===== src/rtl/aes_serial_loader_pkg.sv =====
// Shared definitions for the AES serial loader: block width, bit-counter width
// and the loader FSM state encoding.
package aes_serial_loader_pkg;
   localparam int BLOCK_W = 128;
   localparam int CNT_W   = 7;
   localparam logic [CNT_W-1:0] CNT_LAST = 7'd127;

   typedef enum logic [1:0] {
      S_IDLE = 2'd0,
      S_KEY  = 2'd1,
      S_DATA = 2'd2,
      S_HOLD = 2'd3
   } state_t;
endpackage


===== src/rtl/aes_shift_field.sv =====
// 128-bit field assembled one bit at a time: when enabled, the incoming bit is
// written at the given index and all other bits keep their value.
module aes_shift_field
   import aes_serial_loader_pkg::*;
(
   input  logic               clk,
   input  logic               rst,
   input  logic               en,
   input  logic [CNT_W-1:0]   idx,
   input  logic               bit_in,
   output logic [BLOCK_W-1:0] field
);

   always_ff @(posedge clk or posedge rst) begin
      if (rst)     field      <= '0;
      else if (en) field[idx] <= bit_in;
   end

endmodule


===== src/rtl/aes_serial_loader.sv =====
// Serial-to-parallel loader for an AES core: collects an optional 128-bit key
// and a 128-bit block LSB-first, then holds them until the cipher accepts.
module aes_serial_loader
   import aes_serial_loader_pkg::*;
(
   input  logic               clk,
   input  logic               rst,
   input  logic               in_bit,
   input  logic               in_valid,
   output logic               in_ready,
   input  logic               load_key,
   input  logic               mode_in,
   output logic               out_valid,
   input  logic               out_ready,
   output logic [BLOCK_W-1:0] out_key,
   output logic [BLOCK_W-1:0] out_data,
   output logic               out_mode,
   output logic               key_loaded
);

   state_t           state, state_nxt;
   logic [CNT_W-1:0] count;
   logic             xfer;
   logic             eff_key;
   logic             key_en, data_en;

   assign in_ready  = (state != S_HOLD);
   assign out_valid = (state == S_HOLD);
   assign xfer      = in_valid & in_ready;
   // With no key ever loaded, a data-only request still has to build a key first.
   assign eff_key   = load_key | ~key_loaded;

   always_ff @(posedge clk or posedge rst) begin
      if (rst) state <= S_IDLE;
      else     state <= state_nxt;
   end

   always_comb begin
      state_nxt = state;
      key_en    = 1'b0;
      data_en   = 1'b0;
      unique case (state)
         S_IDLE: if (xfer) begin
            key_en    = eff_key;
            data_en   = ~eff_key;
            state_nxt = eff_key ? S_KEY : S_DATA;
         end
         S_KEY: if (xfer) begin
            key_en = 1'b1;
            if (count == CNT_LAST) state_nxt = S_DATA;
         end
         S_DATA: if (xfer) begin
            data_en = 1'b1;
            if (count == CNT_LAST) state_nxt = S_HOLD;
         end
         S_HOLD: if (out_ready) state_nxt = S_IDLE;
         default: state_nxt = S_IDLE;
      endcase
   end

   // Count is 0 in S_IDLE, so a plain increment covers frame start and the 127->0 wrap.
   always_ff @(posedge clk or posedge rst) begin
      if (rst) begin
         count      <= '0;
         key_loaded <= 1'b0;
         out_mode   <= 1'b0;
      end else if (xfer) begin
         count <= count + 1'b1;
         if (state == S_IDLE) out_mode <= mode_in;
         if (state == S_KEY && count == CNT_LAST) key_loaded <= 1'b1;
      end
   end

   aes_shift_field u_key (
      .clk    (clk),
      .rst    (rst),
      .en     (key_en),
      .idx    (count),
      .bit_in (in_bit),
      .field  (out_key)
   );

   aes_shift_field u_data (
      .clk    (clk),
      .rst    (rst),
      .en     (data_en),
      .idx    (count),
      .bit_in (in_bit),
      .field  (out_data)
   );

endmodule


===== config.mk =====
export PLATFORM = sky130hd
export DESIGN_NAME = aes_serial_loader
export DESIGN_NICKNAME = d
export VERILOG_FILES = /design/src/rtl/aes_serial_loader_pkg.sv /design/src/rtl/aes_shift_field.sv /design/src/rtl/aes_serial_loader.sv
export SDC_FILE = /design/constraint.sdc
export NUM_CORES = 1
export LEC_CHECK = 0
export CORE_ASPECT_RATIO = 0.75
export CORE_MARGIN = 3
export CORE_UTILIZATION = 51
export DETAILED_ROUTE_END_ITERATION = 10
export GPL_TIMING_DRIVEN = 0
export PLACE_DENSITY = 0.84
export SYNTH_ARGS = -nofsm -noshare
export SYNTH_HDL_FRONTEND = slang
export SYNTH_HIERARCHICAL = 1
export SYNTH_SLANG_ARGS = --single-unit
export TNS_END_PERCENT = 10

===== constraint.sdc =====
create_clock -name clk -period 7.6 [get_ports clk]
set_clock_uncertainty 0.1 [all_clocks]
set_input_delay 1.14 -clock clk [delete_from_list [all_inputs] [get_ports clk]]
set_output_delay 1.14 -clock clk [all_outputs]
set_load 0.01 [all_outputs]

# Word-level counts from Yosys, hierarchy flattened
# Index checks and enable logic that the tools add are counted.
# classes
addsub	1
mul	0
n_div	0
magnitude_cmp	2
n_eq_ne	11
shifts	0
n_mux	17
bitwise_logic	4
reduce_logical	6
# op_table
cell	n
128-bit bitwise mux	2
2-bit two-way mux	7
2-bit != test (second input constant)	6
7-bit by 8-bit < comparator with 1-bit output (second input constant)	1
2-bit case mux with 4 select lines	1
7-bit by 1-bit adder with 7-bit output (second input constant)	1
1-bit demux with 7-bit select	1
7-bit equality test (second input constant)	1
7-bit by 1-bit greater-or-equal comparator with 1-bit output (second input constant)	1
6-bit AND reduction	1
2-bit equality test (second input constant)	2
1-bit two-way mux	4
1-bit case mux with 2 select lines	2
2-bit AND reduction	2
2-bit by 1-bit equality test with 1-bit output (second input constant)	1
1-bit logical AND	2
2-bit logical NOT	1
2-bit by 1-bit != test with 1-bit output (second input constant)	1
1-bit NOT	2
1-bit bitwise AND	1
1-bit bitwise OR	1
# word_totals
register_bits	267
latch_bits	0
ram_bits	0
mem_bits_ro	0
input_bits	7
output_inout_bits	260
wordCells	47
mem_count	0

# Longest topological paths before layout
# logic_depth
depth_word	5
depth_mapped	9
ltp_nobuf	7

# Modules after synthesis
# The synthesis kept the hierarchy.
# modules_own_cells
module	instances	cells_each	area_each_um2	seq_area_each_um2
aes_shift_field	2	466	5811.8	3203.1
aes_serial_loader	1	58	613.1	275.3

# Worst setup path after synthesis
# No wires, ideal clock.
# synth_path
kind	input-to-reg
from	input port load_key
to	register u_data.field[48]
setup_time_ns	0.127
t_arrival_ns	2.711
required_time_ns	7.373
slack_ns	4.662
path_stages	5
path_buffers	0
cell_sequence	nand3b_1 > a21oi_1 > nand4bb_1 > or4_1 > mux2_1
# synth_between
elab_chain_len	4
# synth_rtl
element	line	rtl
start: declaration	aes_serial_loader.sv:11	input logic load_key,
1-bit bitwise OR	aes_serial_loader.sv:31	assign eff_key = load_key | ~key_loaded;
1-bit NOT	aes_serial_loader.sv:45	data_en = ~eff_key;
1-bit two-way mux	aes_serial_loader.sv:43	S_IDLE: if (xfer) begin
1-bit case mux with 2 select lines	aes_serial_loader.sv:42	unique case (state)
net data_en	aes_serial_loader.sv:25	logic key_en, data_en;
end signal: indexed assignment	aes_shift_field.sv:16	else if (en) field[idx] <= bit_in;
end: declaration	aes_shift_field.sv:11	output logic [BLOCK_W-1:0] field
# The timed path passes the listed nets, and every way through them passes these cells.
# A chain may end at the register's enable or synchronous reset.

# Worst setup path in the final report
# layout_path
from	input port load_key
to	register u_data.field[80]
# The elaborated chain is that of the path after synthesis.

==> metrics.txt <==
status=complete, no violations; CTS tree=done; clock slew at reported path FFs=about 0.06 ns; RR Startpoint=state[0]$_DFFE_PP0P_; global route total overflow=0; critical path class=input port to register; pin count of the biggest net entering global routing=100; DP Worst Slack=3.53 ns; area of the multi-input gates=5140 um2; starting DRC count in detailed routing=610; Maximum Capacitance Violations=0; Finished Cell Area=16200 um2; DRT antenna net count=0; unrepaired setup endpoints after global routing=false; crit-path max FO=10; cell accounting for the most synthesized area=dfrtp_1; Final WS setup=slightly above 4 ns; Hold WS=0.391 ns; Critical Path Start Type=input port; Fmax=~280 MHz; top_reg_cell synth=dfrtp_1; Post-CTS Setup Inserts=0; most frequent cells in the layout=dfrtp_1, clkdlybuf4s50_1, mux2_2; TNS Setup=0 ns; vias per cell=5.55; detailed placer's ending HPWL=23.0 mm; Final Util=0.695; commonest non-fill, non-tap cell in the layout=dfrtp_1; R2R setup slack=4.35 ns; post-synthesis cell area=between 10000 and 15000 um2; Finish-stage setup viols=0; Critical R2R Capture=u_data/field[80]$_DFFE_PP0P_; total core area=about 23000 um2; fraction of registers with async set/reset=1.00; first-pass GRT wire length=52.8 mm; Synth Area per Inst=12.4 um2; DR pass1 iterations=5; Yosys reg bits=267; Port Buf Inserts=265; total CTS buffers=27; Slew Limit Fails=0; share of layout cells above drive strength 1=0.219; Worst Max-Slew Pin Slew=0.939 ns; initial antenna violation count=0; sequential area share after synthesis=0.546; Peak VDD IR=0.000209 V; DIE HEIGHT=140 um; post-synth cell types=38; Synth Instances=990; routability congestion estimate from global placement=0.793; synth top area cells=dfrtp_1, mux2_2, mux2_1; Max Root-Sink Buffers=3; GRT Util Overall=0.255; post-synth top area share=0.546; # hold bufs at CTS=0; Min Clock Period, post-route=about 3.5 ns; diode count=0; Worst-Skew Late Latency=0.55 ns; num ports=267; Die X=185 um; Synth Warn #=6; via count=8909; Avg WL per Cell=20.7 um; synthesized net count=1003; number of global-route vias before repair=9225; Fin. Hold Viols=0; fill count=between 1.5k and 2k; leakage power total=7.31 nW; Req. time, crit path=7.93 ns; htree depth=1; initial core utilization=0.525; Setup crit end=u_data/field[80]$_DFFE_PP0P_; aggregate routed wire length=33.3 mm; reg2reg path depth=8; Post-layout nets=roughly 1.3k; Area Overhead vs Synth=32.4%; # DRC=0; number of flops mapped to enable cells by yosys=0; clk sinks=267; Register Area=6680 um2; Hold Startpoint=u_data/field[73]$_DFFE_PP0P_; placed cell areas=15300 um2; CP arrival=3.85 ns; worst rel slew slack=0.374; crit end category=register; final worst path period share=0.464; min-delay worst type=register to register; critical path launch point=load_key; P per Cell Area=267 nW/um2; CTS root buf=clkbuf_16; Die ar.=around 26000 um2; Rows=between 40 and 50; Resize count post-CTS=0
[layer usage]
layer  global-route usage  vias up  wire (um)
li1                     -     4018          -
met1                0.360     4524      14600
met2                0.402      311      15300
met3               0.0605       56       2550
met4               0.0675        0        871
met5                    0        -          0
[worst min-delay path by stage]
stage | cells past startpoint | end | slack [ns]
finish | 1 | u_data/field[73]$_DFFE_PP0P_ | 0.39
global route | 1 | u_data/field[40]$_DFFE_PP0P_ | 0.40
CTS | 1 | u_data/field[73]$_DFFE_PP0P_ | 0.40
detailed placement | 1 | u_data/field[73]$_DFFE_PP0P_ | 0.38
global placement | 1 | u_key/field[7]$_DFFE_PP0P_ | 0.37
floorplan | 1 | u_data/field[127]$_DFFE_PP0P_ | 0.43
[metrics by stage]
stage	instances	total power, mW
floorplan	990	2.48
global placement	1555	2.99
detailed placement	1557	3.03
CTS	1606	4.35
global route	1606	4.53
finish	1606	4.33
[state kept, by name, indices dropped and copies added (netlist names)]
signal / flops
u_key/field: 128
key_loaded: 1
count: 7
u_data/field: 128
out_mode: 1
state: 2
[cells by family after synthesis]
family / count (synthesis) / synth area share
DFF: 267 / 0.546
buffers and inverters: 87 / 0.0342
and+or+nand+nor: 357 / 0.167
muxes: 260 / 0.239
AOI/OAI and AO/OA: 7 / 0.00317
xor gates and xnor gates: 6 / 0.00430
adders and majority gates: 6 / 0.00613
[report_power, final]
part | internal (mW) | leakage [nW] | switching (mW)
sequential | 1.58 | 3.68 | 0.164
combinational | 0.593 | 3.20 | 0.679
clock | 0.753 | 0.426 | 0.561
[synthesized netlist by cell type (all sizes together) (8+ instances only)]
| cell type | instances |
|---|---|
| nand4bb | 8 |
| nor4b | 11 |
| nand2 | 170 |
| and4bb | 12 |
| nor2 | 78 |
| buf | 47 |
| nand4b | 16 |
| nand4 | 15 |
| inv | 8 |
| mux2 | 259 |
| nor4bb | 8 |
| clkbuf | 32 |
| dfrtp | 267 |
[layout make-up]
cell class | instances | area share
Clock buffer | 42 | 0.0489
Tap cell | 300 | 0.0232
Multi-Input combinational cell | 636 | 0.317
Inverter | 8 | 0.00247
Clock inverter | 7 | 0.00502
Sequential cell | 267 | 0.412
Buffer | 79 | 0.0239
Timing Repair Buffer | 267 | 0.167
[critical path, cell delays in order]
cell and delay [ns]:
clkdlybuf4s50_1 0.41, nand3b_1 0.20, a21oi_1 0.59, buf_4 0.29
nor4b_4 0.69, nand2_1 0.17, mux2_1 0.36
No activity file was read; power rests on OpenSTA's default activity.
